[src/rtl/fetchbuffer_if.sv]
`default_nettype none
// ============================================================================
// Interface : fetchbuffer_if
// Purpose   : Memory-style request/response bus shared by the fetch-stage side
//             and the instruction-memory side of the prefetch buffer.
// Revision  : 1.0
// ============================================================================
interface fetchbuffer_if;
    logic        mem_valid;
    logic        mem_instr;
    logic        mem_spec;
    logic        mem_fence;
    logic [31:0] mem_addr;
    logic [31:0] mem_wdata;
    logic [3:0]  mem_wstrb;
    logic        mem_ready;
    logic [31:0] mem_rdata;

    modport master (
        output mem_valid, mem_instr, mem_spec, mem_fence, mem_addr, mem_wdata, mem_wstrb,
        input  mem_ready, mem_rdata
    );

    // The buffer never writes memory, so the write fields are left off its view.
    modport slave (
        input  mem_valid, mem_spec, mem_fence, mem_addr,
        output mem_ready, mem_rdata
    );
endinterface
`default_nettype wire

[src/rtl/fetchbuffer.sv]
`default_nettype none
// ============================================================================
// Module   : fetchbuffer
// Purpose  : Halfword prefetch queue between instruction memory and the fetch
//            stage, with zero-cycle lookup of 32-bit or compressed instructions.
// Revision : 1.0
// ============================================================================
module fetchbuffer #(
    parameter int DEPTH = 8
) (
    input  wire logic     clock,
    input  wire logic     reset,
    fetchbuffer_if.slave  fetch_bus,
    fetchbuffer_if.master imem_bus
);
    localparam int          PW       = $clog2(DEPTH);
    localparam logic [PW:0] CAPACITY = (PW + 1)'(DEPTH);
    localparam logic [PW:0] ONE      = (PW + 1)'(1);
    localparam logic [PW:0] TWO      = (PW + 1)'(2);
    localparam logic [PW-1:0] IDX_ONE = PW'(1);

    logic [15:0] queue [DEPTH];
    logic [PW:0] rd_ptr;
    logic [PW:0] wr_ptr;
    logic [31:0] head_addr;
    logic [31:0] fetch_addr;
    logic [31:0] req_addr;
    logic        busy;
    logic        kill;
    logic        started;

    logic [31:0] addr;
    logic [PW:0] count;
    logic [PW:0] pop_n;
    logic [PW:0] post_rd;
    logic [PW:0] post_count;
    logic [PW:0] free_after;
    logic [PW-1:0] h1_idx;
    logic [PW-1:0] wr_idx1;
    logic [15:0] h0;
    logic [15:0] h1;
    logic        hit0;
    logic        hit2;
    logic        hit4;
    logic        flush;
    logic        ready;
    logic        resp;
    logic        accept;
    logic        upper_only;
    logic        issue;
    logic [31:0] post_head;
    logic [31:0] issue_addr;

    always_comb begin
        addr  = fetch_bus.mem_addr;
        count = wr_ptr - rd_ptr;
        hit0  = (addr == head_addr);
        hit2  = (addr == head_addr + 32'd2) && (count >= ONE);
        hit4  = (addr == head_addr + 32'd4) && (count >= TWO);
        flush = fetch_bus.mem_valid &&
                (fetch_bus.mem_spec || fetch_bus.mem_fence || !started || !(hit0 || hit2 || hit4));

        pop_n = '0;
        if (fetch_bus.mem_valid && !flush) begin
            pop_n = hit2 ? ONE : (hit4 ? TWO : '0);
        end
        post_rd    = rd_ptr + pop_n;
        post_count = count - pop_n;
        free_after = CAPACITY - post_count;

        h1_idx = post_rd[PW-1:0] + IDX_ONE;
        h0     = queue[post_rd[PW-1:0]];
        h1     = queue[h1_idx];

        // A 32-bit instruction needs both halves resident before it is offered.
        ready = fetch_bus.mem_valid && !flush && (post_count != '0) &&
                ((h0[1:0] != 2'b11) || (post_count >= TWO));

        resp       = busy && imem_bus.mem_ready;
        accept     = resp && !kill && !flush;
        post_head  = fetch_bus.mem_valid ? addr : head_addr;
        upper_only = (post_count == '0) && post_head[1];
        wr_idx1    = wr_ptr[PW-1:0] + IDX_ONE;

        issue      = !busy && (flush || (started && (free_after >= TWO)));
        issue_addr = flush ? {addr[31:2], 2'b00} : fetch_addr;
    end

    assign fetch_bus.mem_ready = ready;
    assign fetch_bus.mem_rdata = !ready ? 32'h0 :
                                 (h0[1:0] == 2'b11) ? {h1, h0} : {16'h0, h0};

    assign imem_bus.mem_valid = busy;
    assign imem_bus.mem_addr  = req_addr;
    assign imem_bus.mem_instr = 1'b1;
    assign imem_bus.mem_spec  = 1'b0;
    assign imem_bus.mem_fence = 1'b0;
    assign imem_bus.mem_wdata = 32'h0;
    assign imem_bus.mem_wstrb = 4'h0;

    always_ff @(posedge clock) begin
        if (reset && accept) begin
            if (upper_only) begin
                queue[wr_ptr[PW-1:0]] <= imem_bus.mem_rdata[31:16];
            end else begin
                queue[wr_ptr[PW-1:0]] <= imem_bus.mem_rdata[15:0];
                queue[wr_idx1]        <= imem_bus.mem_rdata[31:16];
            end
        end
    end

    always_ff @(posedge clock) begin
        if (!reset) begin
            rd_ptr     <= '0;
            wr_ptr     <= '0;
            head_addr  <= 32'h0;
            fetch_addr <= 32'h0;
            req_addr   <= 32'h0;
            busy       <= 1'b0;
            kill       <= 1'b0;
            started    <= 1'b0;
        end else begin
            if (fetch_bus.mem_valid) begin
                head_addr <= addr;
            end
            if (flush) begin
                rd_ptr     <= '0;
                wr_ptr     <= '0;
                fetch_addr <= {addr[31:2], 2'b00};
                started    <= 1'b1;
                // A response landing in the flush cycle is simply dropped.
                kill       <= busy && !resp;
            end else begin
                rd_ptr <= post_rd;
                if (accept) begin
                    wr_ptr     <= wr_ptr + (upper_only ? ONE : TWO);
                    fetch_addr <= fetch_addr + 32'd4;
                end
                if (resp) begin
                    kill <= 1'b0;
                end
            end
            if (resp) begin
                busy <= 1'b0;
            end
            if (issue) begin
                busy     <= 1'b1;
                req_addr <= issue_addr;
            end
        end
    end
endmodule
`default_nettype wire

[src/flat_wrapper.sv]
// flat-port wrapper written by rule: the top's interface ports become plain ports
module fetchbuffer_flat 
#(
    parameter int DEPTH = 8
)
  (clock, reset, fetch_bus_mem_valid, fetch_bus_mem_spec, fetch_bus_mem_fence, fetch_bus_mem_addr, fetch_bus_mem_ready, fetch_bus_mem_rdata, imem_bus_mem_valid, imem_bus_mem_instr, imem_bus_mem_spec, imem_bus_mem_fence, imem_bus_mem_addr, imem_bus_mem_wdata, imem_bus_mem_wstrb, imem_bus_mem_ready, imem_bus_mem_rdata);
  fetchbuffer_if fetch_bus_i ();
  fetchbuffer_if imem_bus_i ();
  input  wire logic clock;
  input  wire logic reset;
  input wire logic [$bits(fetch_bus_i.mem_valid)-1:0] fetch_bus_mem_valid;
  input wire logic [$bits(fetch_bus_i.mem_spec)-1:0] fetch_bus_mem_spec;
  input wire logic [$bits(fetch_bus_i.mem_fence)-1:0] fetch_bus_mem_fence;
  input wire logic [$bits(fetch_bus_i.mem_addr)-1:0] fetch_bus_mem_addr;
  output wire logic [$bits(fetch_bus_i.mem_ready)-1:0] fetch_bus_mem_ready;
  output wire logic [$bits(fetch_bus_i.mem_rdata)-1:0] fetch_bus_mem_rdata;
  output wire logic [$bits(imem_bus_i.mem_valid)-1:0] imem_bus_mem_valid;
  output wire logic [$bits(imem_bus_i.mem_instr)-1:0] imem_bus_mem_instr;
  output wire logic [$bits(imem_bus_i.mem_spec)-1:0] imem_bus_mem_spec;
  output wire logic [$bits(imem_bus_i.mem_fence)-1:0] imem_bus_mem_fence;
  output wire logic [$bits(imem_bus_i.mem_addr)-1:0] imem_bus_mem_addr;
  output wire logic [$bits(imem_bus_i.mem_wdata)-1:0] imem_bus_mem_wdata;
  output wire logic [$bits(imem_bus_i.mem_wstrb)-1:0] imem_bus_mem_wstrb;
  input wire logic [$bits(imem_bus_i.mem_ready)-1:0] imem_bus_mem_ready;
  input wire logic [$bits(imem_bus_i.mem_rdata)-1:0] imem_bus_mem_rdata;
  assign fetch_bus_i.mem_valid = fetch_bus_mem_valid;
  assign fetch_bus_i.mem_spec = fetch_bus_mem_spec;
  assign fetch_bus_i.mem_fence = fetch_bus_mem_fence;
  assign fetch_bus_i.mem_addr = fetch_bus_mem_addr;
  assign fetch_bus_mem_ready = fetch_bus_i.mem_ready;
  assign fetch_bus_mem_rdata = fetch_bus_i.mem_rdata;
  assign imem_bus_mem_valid = imem_bus_i.mem_valid;
  assign imem_bus_mem_instr = imem_bus_i.mem_instr;
  assign imem_bus_mem_spec = imem_bus_i.mem_spec;
  assign imem_bus_mem_fence = imem_bus_i.mem_fence;
  assign imem_bus_mem_addr = imem_bus_i.mem_addr;
  assign imem_bus_mem_wdata = imem_bus_i.mem_wdata;
  assign imem_bus_mem_wstrb = imem_bus_i.mem_wstrb;
  assign imem_bus_i.mem_ready = imem_bus_mem_ready;
  assign imem_bus_i.mem_rdata = imem_bus_mem_rdata;
  fetchbuffer #(.DEPTH(DEPTH)) u_core (.clock(clock), .reset(reset), .fetch_bus(fetch_bus_i), .imem_bus(imem_bus_i));
endmodule
[config.mk]
export PLATFORM = sky130hd
export DESIGN_NAME = fetchbuffer_flat
export DESIGN_NICKNAME = d
export VERILOG_FILES = /design/src/rtl/fetchbuffer_if.sv /design/src/rtl/fetchbuffer.sv /design/src/flat_wrapper.sv
export SDC_FILE = /design/constraint.sdc
export NUM_CORES = 1
export LEC_CHECK = 0
export ABC_AREA = 1
export CAP_MARGIN = 25
export CORE_MARGIN = 2
export CORE_UTILIZATION = 53
export DETAILED_ROUTE_END_ITERATION = 16
export PLACE_DENSITY = 0.78
export SYNTH_ARGS = -nofsm -noshare
export SYNTH_HDL_FRONTEND = slang
export SYNTH_SLANG_ARGS = --single-unit
[constraint.sdc]
create_clock -name clock -period 8.4 [get_ports clock]
set_input_delay 2.52 -clock clock [delete_from_list [all_inputs] [get_ports clock]]
set_output_delay 2.52 -clock clock [all_outputs]
set_load 0.02 [all_outputs]
; ---- Word level (Yosys, flattened, before mapping)
; Memory sizes are Yosys's and may differ from the RTL's.
; Index checks and enable logic that the tools add are counted.
[word_totals]
reg_bits = 107
latch_bits = 0
ramBits = 128
rom_bits = 0
inputBits = 70
output_inout_bits = 105
wordCells = 85
n_memories = 1
[memory_table]
columns = name, depth, width, rd, rd_ports_with_merged_regs, wr, line_no
row1 = u_core.queue, 8, 16, 2, 0, 2, fetchbuffer.sv:22  ; logic [15:0] queue [DEPTH];
[classes]
add_sub_neg = 10
n_mul = 0
div_mod_pow = 0
magnitude_cmp = 4
eq_ne = 5
shifts = 0
mux = 20
n_bitwise = 2
reduce_logical = 33
[ops]
columns = op, n
row1 = 2-to-1 mux 32 bit, 5
row2 = equality test 32 bit, 3
row3 = "adder 32 x 3 -> 32 bit, second input constant", 2
row4 = "adder 32 x 2 -> 32 bit, second input constant", 1
row5 = 2-to-1 mux 16 bit, 1
row6 = logical AND 1 bit, 14
row7 = ">= comparator 4 x 2 -> 1 bit, second input constant", 3
row8 = 2-to-1 mux 1 bit, 9
row9 = adder 4 bit, 2
row10 = 2-to-1 mux 4 bit, 2
row11 = subtractor 4 bit, 2
row12 = logical OR 1 bit, 7
row13 = "adder 3 x 1 -> 3 bit, second input constant", 2
row14 = logical NOT 1 bit, 6
row15 = 2-to-1 mux 2 bit, 3
row16 = nonzero test 2 bit, 3
row17 = ">= comparator 4 x 1 -> 1 bit, second input constant", 1
row18 = logical NOT 4 bit, 1
row19 = nonzero test 4 bit, 1
row20 = "subtractor 4 bit, first input constant", 1
row21 = "equality test 2 bit, second input constant", 1
row22 = "inequality test 2 bit, second input constant", 1
row23 = OR reduction 2 bit, 1
row24 = inverter 1 bit, 1
row25 = bitwise OR 1 bit, 1

; ---- Depth between registers and ports, before layout
; Gate-level depths: netlist of the first run.
[depth]
word_depth = 18
ltp_mapped = 36

; ---- Least setup slack after synthesis of the first run
; Ideal clock, no wire load.
[synth_timing]
path_kind = in2out
from = input fetch_bus_mem_addr[12]
to = output fetch_bus_mem_rdata[21]
t_arrival_ps = 6409
required_time_ps = 5880
slack_ps = -529
path_stages = 32
path_buffers = 2
path_cell_list = inv_1 -> or2_2 -> nand2_1 -> inv_1 -> nand2_1 -> nand2_1 -> nand2_1 -> clkinv_1 -> nand2_1 -> nor2_1 -> nand2_1 -> nor2_1 -> nand2_1 -> nand3_2 -> nand2_4 -> clkinv_2 -> nand2_2 -> nor2_1 -> ha_1 -> fa_1 -> or2_2 -> nand2_1 -> inv_1 -> clkbuf_1 -> nand2_1 -> o21ai_0 -> inv_1 -> nor3_1 -> nor3_4 -> nand4_2 -> buf_2 -> nor2_1
[synth_between]
elab_chain_cells = 16
elab_cells_between_ends = 28
classes_between = 3 x add/sub / 1 x order compare / 5 x eq/ne / 5 x mux / 13 x reduce/logical / 1 x memory
[synth_rtl]
columns = item, line_no
row1 = start: declaration, flat_wrapper.sv:14  ; input wire logic [$bits(fetch_bus_i.mem_addr)-1:0] fetch_bus_mem_addr;
row2 = equality test 32 bit, fetchbuffer.sv:58  ; hit2 = (addr == head_addr + 32'd2) && (count >= ONE);
row3 = logical AND 1 bit, fetchbuffer.sv:58
row4 = logical OR 1 bit (2 in a row), fetchbuffer.sv:61  ; (fetch_bus.mem_spec || fetch_bus.mem_fence || !started || !(hit0 || hit2 || hit4));
row5 = logical NOT 1 bit, fetchbuffer.sv:61
row6 = logical OR 1 bit, fetchbuffer.sv:61
row7 = logical AND 1 bit, fetchbuffer.sv:60  ; flush = fetch_bus.mem_valid &&
row8 = logical NOT 1 bit, "fetchbuffer.sv:64, fetchbuffer.sv:76"
row9 = logical AND 1 bit, "fetchbuffer.sv:64, fetchbuffer.sv:76"
row10 = 2-to-1 mux 4 bit, fetchbuffer.sv:64  ; if (fetch_bus.mem_valid && !flush) begin
row11 = adder 4 bit, fetchbuffer.sv:67  ; post_rd = rd_ptr + pop_n;
row12 = memory read (8 x 16 bit), n/a
row13 = inequality test 2 bit, fetchbuffer.sv:77  ; ((h0[1:0] != 2'b11) || (post_count >= TWO));
row14 = logical OR 1 bit, fetchbuffer.sv:77
row15 = logical AND 1 bit *, fetchbuffer.sv:76  ; ready = fetch_bus.mem_valid && !flush && (post_count != '0) &&
row16 = named net fetch_bus_mem_ready, flat_wrapper.sv:15  ; output wire logic [$bits(fetch_bus_i.mem_ready)-1:0] fetch_bus_mem_ready;
row17 = 2-to-1 mux 32 bit *, fetchbuffer.sv:90  ; assign fetch_bus.mem_rdata = !ready ? 32'h0 :
row18 = end: declaration, flat_wrapper.sv:16  ; output wire logic [$bits(fetch_bus_i.mem_rdata)-1:0] fetch_bus_mem_rdata;
; Mark *: on every way through the listed nets, which the timed path passes. The rest lies on a longest branch.

; ---- Final worst setup path of the first run
[layout_timing]
from = input fetch_bus_mem_addr[10]
to = output fetch_bus_mem_rdata[13]
[layout_between]
elab_chain_cells = 16
elab_cells_between_ends = 26
classes_between = 2 x add/sub / 1 x order compare / 4 x eq/ne / 5 x mux / 13 x reduce/logical / 1 x memory
[layout_rtl]
columns = item, line_no
row1 = equality test 32 bit, fetchbuffer.sv:58
row2 = logical AND 1 bit, fetchbuffer.sv:58
row3 = logical OR 1 bit (2 in a row), fetchbuffer.sv:61
row4 = logical NOT 1 bit, fetchbuffer.sv:61
row5 = logical OR 1 bit, fetchbuffer.sv:61
row6 = logical AND 1 bit, fetchbuffer.sv:60
row7 = logical NOT 1 bit, fetchbuffer.sv:64
row8 = logical AND 1 bit, fetchbuffer.sv:64
row9 = 2-to-1 mux 4 bit *, fetchbuffer.sv:64
row10 = adder 4 bit *, fetchbuffer.sv:67
row11 = named net u_core.post_rd[1], fetchbuffer.sv:35  ; logic [PW:0] post_rd;
row12 = memory read (8 x 16 bit) *, n/a
row13 = inequality test 2 bit, fetchbuffer.sv:77
row14 = logical OR 1 bit, fetchbuffer.sv:77
row15 = logical AND 1 bit, fetchbuffer.sv:76
row16 = 2-to-1 mux 32 bit *, fetchbuffer.sv:90
; Marked as above.

==> results of run 1 <==
[final timing paths]
kind                                        startpoint                       to  slack (ps)  cells past startpoint
worst max register to register     u_core.head_addr[2]       u_core.queue[3][7]        2290                     33
worst min-delay path              u_core.fetch_addr[8]     u_core.fetch_addr[8]         500                      2
worst min register to register    u_core.fetch_addr[8]     u_core.fetch_addr[8]         500                      2
worst max-delay path            fetch_bus_mem_addr[10]  fetch_bus_mem_rdata[13]        -340                     31
[area by class of cell]
class	instances	area [sq um]	share of cell area
multi-input cells	1847	9880	0.475
diodes	2	5.00	0.000241
well taps	396	495	0.0238
inverters	217	840	0.0404
flip-flops and latches	231	5910	0.284
clock buffers	38	684	0.0329
repair buffers	315	2910	0.140
clock inverters	7	70.1	0.00337
[kinds of logic (layout without fill, tap and decap cells)]
group / count (synthesis) / after routing / share of synthesized area
compound gates: 462 / 462 / 0.149
fa+ha+maj: 21 / 21 / 0.0178
other cells: 2 / 43 / 0.000455
xor+xnor: 58 / 58 / 0.0308
flops: 231 / 231 / 0.358
simple gates: 1265 / 1265 / 0.340
buf+inv: 397 / 577 / 0.104
[metal layers]
| layer | track usage | vias up | wire length (microns) |
|---|---|---|---|
| met3 | 0.0576 | 302 | 5960 |
| met2 | 0.599 | 1137 | 28100 |
| met5 | 0 | - | 0 |
| met1 | 0.422 | 8221 | 21300 |
| met4 | 0.212 | 0 | 4260 |
| li1 | - | 8504 | - |
[state kept, by name (all words and copies together), names as in the netlist, 4 cells and up]
signal                    flops
u_core.imem_bus.mem_addr     30
u_core.fetch_addr            30
u_core.wr_ptr                 4
u_core.rd_ptr                 4
u_core.queue                128
u_core.head_addr             32
[stage by stage]
stage	utilization	power (mW)	setup TNS [ps]	setup WS, ps
2_1_floorplan	-	1.57	-32.6	-16.3
3_3_place_gp	0.625	1.74	-39790	-1320
3_5_place_dp	0.628	1.75	-41460	-1350
4_1_cts	0.672	2.81	-12570	-469
5_1_grt	0.680	2.92	-15940	-518
6_report	0.680	2.83	-10230	-339
[repair_timing]
| action | 4_1_cts | 5_1_grt |
|---|---|---|
| buffers inserted | 21 | 12 |
| setup endpoints to repair | 33 | 33 |
| pin swaps | 82 | 60 |
| resized for setup | 429 | 81 |
| gates cloned | 2 | 0 |
[worst max-delay path, delay by kind of cell]
kind / cells / cell delay, ps
xor+xnor: 1 / 190
compound gates: 4 / 390
fa+ha+maj: 2 / 650
simple gates: 15 / 1470
buf+inv: 9 / 970
[layout by cell type, fill, tap and decap left out, drive strengths merged, types with 3 or more instances in the layout]
cell and n:
nand4 42, nor4 11, nand3 319, and2 8
or2 7, conb 41, a21oi 153, dfxtp 103
ha 17, fa 4, xnor2 27, a221oi 16
o211ai 10, clkinv 9, o21ai 244, a31oi 20
inv 212, nor2 267, clkdlybuf4s50 66, edfxtp 128
clkdlybuf4s15 3, xor2 31, nor3 17, clkbuf 40
buf 244, o22ai 15, nand2 592
[report_power, final]
group	leakage (nW)	switching, mW	internal [mW]	total (mW)
clock	0.360	0.471	0.592	1.06
sequential	2.00	0.0390	1.23	1.27
combinational	6.45	0.303	0.194	0.497
==> impl.org, run 1 <==
** Logic synthesis
- Synth Instances :: about 2400
- Yosys instantiated no cell more often than nand2_1.
- In this run, synthesis produced a sequential element count of between 200 and 250.
- The commonest cells after synthesis are 575 x nand2_1, 318 x nand3_1, 255 x nor2_1.
- Most instantiated flip-flop cell in the synthesis netlist :: edfxtp_1
- Yosys printed 0 warnings.
- Synth unique cells :: between 40 and 50
- In this run the cell area of the synthesized design comes to ~16000 sq um.
- Number of enable flip-flop cells after synthesis :: between 100 and 150
- Area share of the leading cell type in the synthesized netlist :: 0.233
- The largest total area in the synthesized netlist belongs to edfxtp_1.
- Sequential area share after synthesis :: 0.358
- Main area contributors after synthesis :: edfxtp_1 23%, nand2_1 13%, dfxtp_1 13%
- Synth async-reset ratio :: 0
- A synthesized cell averages ~6.8 sq um.

** Min path
- The path class of the tightest hold or removal check is register to register.

** Detailed routing
- Average vias per placed instance :: 5.95
- In this run the remaining antenna-violating nets after routing total 0.
- Summed over all layers, the routed wires come to ~60000 microns.
- For this run, design rule violations remaining after detail routing come to 0.
- Dividing the detail-routed wire length by the instance count gives just under 20 microns.
- After the first detailed-routing iteration, the DRC count stood at approximately 2400.
- First drt pass iteration count :: 10
- Across all layers, the routed design uses approximately 18000 vias.

** Layout
- # fillers :: roughly 2600
- For this run, the post-layout net count is around 2700.
- The finished layout holds 3053 standard cells, fillers aside.
- Fraction of layout instances using a drive strength above 1 :: 0.188
- Relative to the synthesized area, the layout overhead comes to 26.1%.
- Final non-filler cell area :: just over 20000 sq um

** Timing
- Measured against its own limit, the worst slew margin works out to 0.201.
- Hold timing on the final database bottoms out at a slack of 502 ps.
- Between clock sinks in the finished design, the worst skew comes to ~15 ps.
- Final period util :: 1.04
- Minimum period implied by the final worst setup slack :: approximately 8700 ps
- Setup repair after global routing could not meet its margin everywhere.
- Setup slack on the critical path of the routed design comes to -339 ps.
- At the pin with the least slew margin, the transition time is approximately 1200 ps.
- Number of pins with negative max-slew slack in the final report :: 0
- For this run, the top clock speed supported by timing is ~110 MHz.
- Final Hold Vio Count :: 0
- Final-report setup violation count :: 33

** Die
- Chip height :: about 180 microns
- Boundary pin count :: around 180
- The die covers ~33000 sq um.
- Site Rows :: 64
- The floorplan step defined a core boundary enclosing slightly above 30000 sq um.
- For this configuration, the core starts out at a cell density of 0.539.
- From left edge to right edge, the die measures roughly 180 microns.

** Run status
- Violated checks :: negative setup slack
- The run finished, with violations left.

** Critical path
- At the worst endpoint, the arrival time is 6220 ps.
- Critical path's largest stage delay :: about 500 ps
- CP max-delay cell :: fa_2
- Element type at the critical path start :: input port
- Top cell by count, worst path :: nand2_1
- Crit-path max FO :: 7
- The setup path with the least slack is of type input port to primary output.
- The worst setup path is captured at a primary output.
- STA puts the critical path data required time at 5880 ps.

** Pwr
- Maximum vdd ir drop :: approximately 0.00015 V
- P per Cell Area :: between 100 and 150 nW/um^2
- Leak Pwr :: approximately 8.8 nW

** Global route
- Global routing finished with a remaining overflow of 0.
- Wire length of the first global-routing pass :: a little over 90000 microns
- Number of antenna violations at the first check in global routing :: 2
- In the global route stage, overall resource usage came out at 0.353.
- Entering global routing, the biggest net connects 93 pins.
- Vias in the first global route :: ~17000

** Clock network
- Maximum level of the CTS H-tree :: 1
- Clock Latency Late Sink :: 550 ps
- Buffers inserted to repair hold after CTS numbered 0.
- The root buffer cell chosen for the clock tree is clkbuf_16.
- Counting the buffers created by CTS gives 25.
- Clock sink count :: 231
- Max Root-Sink Buffers :: 3
- After clock tree synthesis, the clock-pin slew on the worst setup and hold paths is around 60 ps.
- TritonCTS built the clock tree.

** Place
- The number of placed instances, taps included, is 2981.
- Gp weighted congestion :: just over 1
- Cell area after placement :: slightly below 20000 sq um
- During placement, the flow inserted port buffers numbering between 100 and 150.
- Detailed placement ended at an HPWL of approximately 42000 microns.

** Job
- Number of max-cap violations :: 0
No activity file was read; power rests on OpenSTA's default activity.
==> inputs of run 2 (changes only) <==
--- a/config.mk
+++ b/config.mk
@@ -7,10 +7,11 @@
 export LEC_CHECK = 0
 export ABC_AREA = 1
 export CAP_MARGIN = 25
-export CORE_MARGIN = 2
+export CORE_MARGIN = 10
 export CORE_UTILIZATION = 53
 export DETAILED_ROUTE_END_ITERATION = 16
 export PLACE_DENSITY = 0.78
+export REMOVE_ABC_BUFFERS = 1
 export SYNTH_ARGS = -nofsm -noshare
 export SYNTH_HDL_FRONTEND = slang
 export SYNTH_SLANG_ARGS = --single-unit
==> impl.org, run 2 (synthesized netlist as in run 1, its figures left out) <==
** Run status
- The run finished, with violations left.
- The final reports fail on negative setup slack.

** Place
- Gp weighted congestion :: approximately 1
- In this run the tool buffered the top-level ports with between 100 and 150 buffer cells.
- DP HPWL :: 41900 microns

** Global route
- For this run, global-route usage on met1 was measured as 0.354.
- Entering global routing, the biggest net connects 87 pins.
- For met3 alone, demand over resource in global routing was 0.0541.
- After global routing, the most crowded layer is met2.
- Number of antenna violations at the first check in global routing :: 0
- In the global route stage, met2 resource usage came out at 0.503.
- Remaining global-route overflow :: 0
- The via count of the first global-routing pass came to 17500.
- Total GRT Usage :: 0.300
- Wire length of the first global-routing pass :: approximately 94000 microns

** Detailed routing
- Residual DRC :: 0
- Number of DRC markers after the initial detailed-route iteration :: about 2400
- In this run the remaining antenna-violating nets after routing total 0.
- After detailed routing, the total wire length is ~60000 microns.
- For this block, the via count after detailed routing is 18200.
- Dividing the detail-routed wire length by the instance count gives between 20 and 25 microns.
- First drt pass iteration count :: 7
- In the routed layout, each cell is associated on average with a via count of about 6.0.

** Clock network
- The tree built by TritonCTS fans out to 231 sinks.
- Maximum level of the CTS H-tree :: 1
- The clock passes through at most 3 buffers.
- Clock Latency Late Sink :: around 550 ps
- TritonCTS built the clock tree.
- The root buffer cell chosen for the clock tree is clkbuf_16.
- Number of buffers created by CTS :: 25
- Clock transition at path regs :: 60 ps

** Timing
- Minimum period implied by the final worst setup slack :: 8740 ps
- Static timing analysis puts the maximum clock frequency at between 100 and 150 MHz.
- Final worst hold slack :: 513 ps
- Smallest setup slack after layout :: -340 ps
- Worst relative slew slack :: 0.221
- Of the available clock period, the critical path in the final layout requires 1.04.
- Final Hold Vio Count :: 0
- Setup violations remaining at the end of the flow were counted as 32.
- Clock tree skew after final layout :: roughly 13 ps
- At the pin with the least slew margin, the transition time is 1170 ps.
- Number of pins with negative max-slew slack in the final report :: 0
- RSZ-0062 raised after global routing :: yes

** Critical path
- Register-to-register setup slack :: ~2200 ps
- The critical path contains buffers and inverters numbering 6 combined.
- The worst register-to-register path begins at u_core.wr_ptr[1].
- Top cell by count, worst path :: nand2_1
- The kind of cell with the highest combined delay along the critical path is simple AND/OR/NAND/NOR gates.
- STA classifies the critical path startpoint as an input port.
- RR Endpoint :: u_core.queue[0][7]
- At the worst endpoint, the required time is around 5900 ps.
- Critical path's largest stage delay :: 420 ps
- In this run the worst path has a maximum fanout of 8.
- CP max-delay cell :: fa_1
- Cell depth of the worst flop-to-flop path :: 32
- The worst setup path is captured at a primary output.
- The setup path with the least slack is of type input port to primary output.
- Data arrival time of the worst path :: a little over 6000 ps

** Die
- Area inside the core boundary :: roughly 30000 sq um
- Row generation in the floorplan step produced 64 rows.
- The die covers between 30000 and 40000 sq um.
- Starting utilization of the core area :: 0.538
- Chip height :: between 150 and 200 microns
- Width of the die :: about 200 microns
- Boundary pin count :: between 150 and 200

** Layout
- Top library cells by usage in the layout, fill and taps aside :: 544 x nand2_1, 314 x nand3_1, 205 x o21ai_0, 204 x nor2_1, 181 x inv_1
- The number of antenna diodes in the final layout is 0.
- Registers take around 5900 sq um.
- The register with the most flip-flops in the layout has 128 of them.
- # fillers :: about 2600
- Post-layout net count :: 2715
- Ranked by flip-flop count, first place goes to u_core.queue.
- Leading cell type in the layout, fill and taps excluded :: nand2_1
- P&R area growth vs syn :: 25.8%
- Summing all multi-input logic gate instances after layout gives 9910 sq um.
- Largest regs :: u_core.queue (128), u_core.head_addr (32)
- Of the cells placed in the final design, the portion with a size suffix greater than 1 is 0.189.

** Min path
- The worst hold path passes through 2 cells.
- Origin of the worst min-delay path :: u_core.fetch_addr[8]
- For hold timing, the worst endpoint is u_core.fetch_addr[8].
- The tightest min-delay check is of the register to register type.

** Pwr
- IR analysis of the VDD net gives a maximum drop of between 0.0001 and 0.00015 V.
- Power consumption :: about 2.9 mW
- P per Cell Area :: between 100 and 150 nW/um^2
- The analysis attributes to cell leakage a power of slightly below 9 nW.

** Job
- The tool flagged a number of max-cap violations equal to 0.
-- run 2: cell types whose count changed in the layout (fill, tap and decap cells not counted), moves of 3 or more --
cell	change
a21oi_1	-4
a21oi_2	+4
a221oi_1	-7
a221oi_2	+7
buf_4	-9
clkbuf_1	-10
clkinv_1	+5
nor2_4	-3
o21ai_0	-15
o21ai_1	+12
o21ai_2	+3
-- run 2: cell type report --
cell class / instances / share of cell area
clock buffer: 27 / 0.0305
clock inverter: 17 / 0.00796
timing repair buffer: 302 / 0.134
inverter: 217 / 0.0410
sequential: 231 / 0.285
multi-input combinational: 1847 / 0.478
tap: 396 / 0.0239
-- run 2: worst min-delay path: cells and delay by family, from the launching register on --
family	cells	cell delay [ps]
simple gates	1	70
compound gates	1	60
flops	1	340
-- run 2: what timing repair did --
action | CTS | global route
setup endpoints to repair | 33 | 33
hold endpoints to repair | 0 | 0
hold buffers | 0 | 0
pin swaps | 68 | 30
resized for setup | 533 | 82
gates cloned | 2 | 0
setup buffers | 22 | 3
-- run 2: metrics by stage --
| step | std cells | area, sq um | util | setup WS, ps | setup TNS [ps] |
|---|---|---|---|---|---|
| 6_report | 3037 | 20700 | 0.676 | -340 | -8220 |
| 5_1_grt | 3037 | 20700 | 0.676 | -612 | -16910 |
| 4_1_cts | 3033 | 20500 | 0.667 | -216 | -5030 |
| 3_5_place_dp | 2971 | 18800 | 0.614 | -1540 | -47590 |
| 3_3_place_gp | 2969 | 18800 | 0.613 | -1430 | -44250 |
| 2_1_floorplan | 2295 | 15700 | - | -3870 | -123680 |
-- run 2: worst max path at each step --
stage | slack (ps) | depth (start not counted) | startpoint | endpoint
after detailed placement | -1540 | 31 | fetch_bus_mem_addr[14] | fetch_bus_mem_rdata[17]
after global routing | -610 | 30 | fetch_bus_mem_addr[9] | fetch_bus_mem_rdata[26]
after floorplan | -3870 | 29 | fetch_bus_mem_addr[12] | fetch_bus_mem_rdata[16]
final | -340 | 30 | fetch_bus_mem_addr[8] | fetch_bus_mem_rdata[28]
after global placement | -1430 | 31 | fetch_bus_mem_addr[14] | fetch_bus_mem_rdata[17]
after CTS | -220 | 33 | fetch_bus_mem_addr[5] | fetch_bus_mem_rdata[17]
-- run 2: per-layer routing --
layer	part of all wire	wire length, microns
met2	0.47	28800
met3	0.11	6460
met5	0	0
met4	0.063	3870
met1	0.36	22100
-- run 2: power by group --
part           switching (mW)  leakage [nW]  internal [mW]
clock                   0.472         0.389          0.635
sequential             0.0414          2.00           1.23
combinational           0.308          6.40          0.197
